--- src/rtl/win_pkg.sv ---
// Shared types for the 3x3 window controller.
// State encoding and the window-row width.
package win_pkg;

  localparam int ROW_W = 16;

  typedef enum logic [1:0] {
    ST_IDLE,
    ST_FILL,
    ST_RUN,
    ST_DONE
  } state_e;

endpackage

--- src/rtl/win3x3_ctrl.sv ---
// Sequencer for an external 3-row line buffer producing 3x3 windows.
// Define WIN3X3_CTRL_ERR_EN to build the sticky frame_err logic.
module win3x3_ctrl
  import win_pkg::*;
#(
  parameter int DATA_WIDTH = 8,
  parameter int ADDR_WIDTH = 7,
  parameter int IMG_ROWS   = 128
) (
  input  logic                  clk,
  input  logic                  rst_n,
  input  logic                  in_valid,
  input  logic                  in_sof,
  input  logic [DATA_WIDTH-1:0] in_data,
  output logic                  sb_clken,
  output logic [DATA_WIDTH-1:0] sb_shiftin,
  output logic                  win_valid,
  output logic [ROW_W-1:0]      win_row,
  output logic [ADDR_WIDTH-1:0] win_col,
  output logic                  eof,
  output logic                  frame_err
);

  state_e                state_q;
  logic [ROW_W-1:0]      row_q;
  logic [ADDR_WIDTH-1:0] col_q;
  logic                  sof;
  logic                  act_st;
  logic                  col_last;
  logic                  win_hit;

  assign sof      = in_valid && in_sof;
  assign act_st   = (state_q == ST_FILL) || (state_q == ST_RUN);
  assign col_last = (col_q == '1);
  assign win_hit  = (row_q >= ROW_W'(2)) &&
                    (col_q >= ADDR_WIDTH'(2));

  assign sb_clken   = in_valid &&
                      (act_st || (state_q == ST_IDLE && in_sof));
  assign sb_shiftin = in_data;

  always_ff @(posedge clk) begin
    if (!rst_n) begin
      state_q   <= ST_IDLE;
      row_q     <= '0;
      col_q     <= '0;
      win_valid <= 1'b0;
      win_row   <= '0;
      win_col   <= '0;
      eof       <= 1'b0;
    end else begin
      win_valid <= 1'b0;
      eof       <= 1'b0;
      unique case (state_q)
        ST_IDLE: begin
          if (sof) begin
            state_q <= ST_FILL;
            row_q   <= '0;
            col_q   <= ADDR_WIDTH'(1);
          end
        end
        ST_FILL, ST_RUN: begin
          if (sof) begin
            // A new sof always wins: the sof pixel is (0,0)
            state_q <= ST_FILL;
            row_q   <= '0;
            col_q   <= ADDR_WIDTH'(1);
          end else if (in_valid) begin
            win_valid <= win_hit;
            if (win_hit) begin
              win_row <= row_q - 1'b1;
              win_col <= col_q - 1'b1;
            end
            col_q <= col_q + 1'b1;
            if (col_last) begin
              row_q <= row_q + 1'b1;
              if (state_q == ST_FILL && row_q == ROW_W'(1))
                state_q <= ST_RUN;
              if (state_q == ST_RUN &&
                  row_q == ROW_W'(IMG_ROWS - 1)) begin
                state_q <= ST_DONE;
                row_q   <= '0;
                eof     <= 1'b1;
              end
            end
          end
        end
        ST_DONE: begin
          state_q <= ST_IDLE;
        end
        default: state_q <= ST_IDLE;
      endcase
    end
  end

`ifdef WIN3X3_CTRL_ERR_EN
  logic err_q;

  always_ff @(posedge clk) begin
    if (!rst_n) begin
      err_q <= 1'b0;
    end else if ((act_st && sof) ||
                 (state_q == ST_DONE && in_valid)) begin
      err_q <= 1'b1;
    end
  end

  assign frame_err = err_q;
`else
  assign frame_err = 1'b0;
`endif

endmodule
--- config.mk ---
export PLATFORM = sky130hd
export DESIGN_NAME = win3x3_ctrl
export DESIGN_NICKNAME = d
export VERILOG_FILES = /design/src/rtl/win_pkg.sv /design/src/rtl/win3x3_ctrl.sv
export SDC_FILE = /design/constraint.sdc
export NUM_CORES = 1
export LEC_CHECK = 0
export CAP_MARGIN = 20
export CORE_ASPECT_RATIO = 0.75
export CORE_MARGIN = 3
export CORE_UTILIZATION = 54
export DETAILED_ROUTE_END_ITERATION = 6
export GPL_TIMING_DRIVEN = 0
export HOLD_SLACK_MARGIN = 0.05
export PLACE_DENSITY = 0.81
export RECOVER_POWER = 25
export SYNTH_ARGS = -nofsm -noshare
export SYNTH_HDL_FRONTEND = slang
export SYNTH_SLANG_ARGS = --single-unit
--- constraint.sdc ---
create_clock -name clk -period 2.8 [get_ports clk]
set_input_delay 0.56 -clock clk [delete_from_list [all_inputs] [get_ports clk]]
set_output_delay 0.56 -clock clk [all_outputs]
set_load 0.01 [all_outputs]
==> flow_summary.json <==
{
  "fin_crit_ps": 2730,
  "fin_crit_sh_pct": 97.4,
  "ys_types": 48,
  "place.gp.congestion": 0.953,
  "synth_nets": 373,
  "nFillCells": 430,
  "synth_area_um2": 2900,
  "grt_pass1_wl_um": 12100,
  "die_y_um": 69.5,
  "port_buffers": 36,
  "relSlewSlack_pct": 50.5,
  "diodes": 0,
  "chipWidth_um": 90.6,
  "first_pass_iters": 5,
  "async_reset_ff_share_pct": 0,
  "startpoint_type": "primary input",
  "fp.dieArea_um2": 6300,
  "worst_slew_pin_slew_ps": 742,
  "synth.top_cell.area_share_pct": 34.5,
  "start_util_pct": 57.6,
  "avgSynthCellArea_um2": 8.29,
  "holdBufCountCts": 0,
  "dp.final_hpwl_um": 5310,
  "hold_viol": 0,
  "synth_seq_cells": 50,
  "irDropWorstVdd_v": 0.000315,
  "postRouteAntennaNets": 0,
  "grt_max_degree": 17,
  "fin_area_um2": 3490,
  "slew_viol_final": 0,
  "layout-drive-gt1-share_pct": 13.5,
  "areaGrowthSynthToFinish_pct": 20.4,
  "post-cts-setup-buffers": 0,
  "cts_tree": "built",
  "synth_seq_area_share_pct": 34.5,
  "setup_viol": 0,
  "worst_path_most_repeated_cell": "clkdlybuf4s50_1",
  "cts-buffers-inserted": 5,
  "dp_cells": 458,
  "outcome": "finished, final reports clean",
  "end_kind": "output pin",
  "worstHoldPathType": "reg -> reg",
  "route.vias.total": 2729,
  "placed_area_um2": 3350,
  "p_leak_nw": 1.28,
  "fmax_ghz": 0.367,
  "htreeDepth": 2,
  "synth.area.top_cells": "dfxtp_1, a211oi_2, nor2_1",
  "cts-root-buf": "clkbuf_8",
  "synth_cells": 350,
  "required_ps": 2240,
  "globalRouteOverflowTotal": 0,
  "insertion_delay_ps": 320,
  "finalPower_mw": 1.45,
  "worstPathArrival_ps": 2170,
  "cpMaxStageDelayCell": "clkdlybuf4s50_1",
  "setup_slack_ps": 72.3,
  "clkTransAtPathRegs_ps": 90,
  "clkSinkCount": 50,
  "antenna_found_initial": 0,
  "pre_cts_ws_ps": -166,
  "skew_ps": 19.9,
  "drt_iter0_markers": 357,
  "synth.largest_area_cell": "dfxtp_1",
  "path_cells": "clkdlybuf4s50_1, clkbuf_1, o21a_1, clkdlybuf4s50_1",
  "wl_per_cell_um": 15.5,
  "clockBufferDepth": 2,
  "rows": 22,
  "fin_nets": 416,
  "yosysWarningCount": 0,
  "routed_via_density": 5.86,
  "io_pins": 47,
  "crit_path_max_incr_delay_ps": 560,
  "grt_pass1_vias": 2418,
  "grt_usage_pct": 23.3,
  "drc": 0,
  "cap_violations": 0,
  "setup_tns_ps": 0,
  "wirelength_um": 7250,
  "synth-edff-count": 0,
  "ys.flop_type": "dfxtp_1",
  "rsz0062_at_grt": "yes",
  "finalNonFillerCells": 466,
  "worstPathMaxFanout": 10,
  "path_class": "in -> out",
  "core_um2": 5040,
  "p_per_area_nw_per_um2": 415
}
## registers in the layout (all words and copies together) (netlist names)
name	cells
win_row	16
col_q	7
state_q	2
win_col	7
eof	1
row_q	16
win_valid	1
## area by class of cell
class / instances / area [µm²] / share of cell area [%]
clock buffer: 6 / 82.6 / 2.36
tap: 72 / 90.1 / 2.58
timing repair buffer: 36 / 360 / 10.3
clock inverter: 2 / 38.8 / 1.11
buffer: 34 / 195 / 5.59
multi-input combinational: 256 / 1690 / 48.3
sequential: 50 / 1000 / 28.6
inverter: 10 / 37.5 / 1.07
## cells by family after synthesis
kind of cell	share of synthesized area (%)
simple gates	23.6
compound gates	21.8
flops	34.5
buf+inv	7.98
xor+xnor	6.94
fa+ha+maj	4.74
other cells	0.129
mux	0.345
## cells in the mapped netlist, types with 5 or more instances
master,number
a211oi_2,17
a21oi_1,21
a311oi_1,5
a31oi_1,6
buf_4,9
clkbuf_1,19
dfxtp_1,50
ha_1,11
inv_1,9
nand2_1,25
nand3_1,17
nor2_1,46
nor3_1,13
o21a_1,5
o21ai_0,8
or4_1,5
xnor2_1,14
xor2_1,9
## cells in the final DEF, fill, tap and decap left out, drive strengths merged, types with 11 or more instances in the layout
cell           synthesis  routed
dfxtp                 50      50
nor2                  46      46
nand2                 25      25
clkbuf                19      25
a21oi                 21      21
dlygate4sd3            0      20
a211oi                18      18
nand3                 17      17
clkdlybuf4s50          0      16
buf                   15      15
xnor2                 14      14
nor3                  13      13
o21ai                 12      12
ha                    11      11
## layer usage
metal / track usage, % / routed length, µm / vias to the layer above
li1: - / - / 1326
met1: 36.7 / 3480 / 1257
met2: 32.5 / 3020 / 134
met3: 3.69 / 640 / 12
met4: 5.77 / 104 / 0
met5: 0 / 0 / -
## final timing paths
path | cells past startpoint | start | slack, ps | to
worst max-delay path | 4 | in_valid | 70 | sb_clken
worst min-delay path | 2 | win_col[0]$_SDFFE_PN0P_ | 510 | win_col[0]$_SDFFE_PN0P_
worst max register to register | 8 | state_q[0]$_SDFFE_PN0P_ | 190 | row_q[15]$_SDFFE_PN0P_
worst min register to register | 2 | win_col[0]$_SDFFE_PN0P_ | 510 | win_col[0]$_SDFFE_PN0P_
## worst max-delay path, delay by kind of cell
family,cells,cell delay (ps)
buf+inv,3,1430
compound gates,1,180
## metrics by stage
step,hold WS (ps),utilization [%]
final,510,69.4
after global routing,553,69.4
after CTS,518,69.0
after detailed placement,499,66.5
after global placement,476,66.5
after floorplan,477,-
## power breakdown
group / internal, mW / switching [mW]
clock: 0.294 / 0.263
sequential: 0.715 / 0.00532
combinational: 0.0655 / 0.106
## what timing repair did
| item | in CTS | in global routing |
|---|---|---|
| gates cloned | 0 | 0 |
| resized for setup | 1 | 5 |
| endpoints found under the setup margin | 10 | 12 |
(Power assumes the default switching activity.)
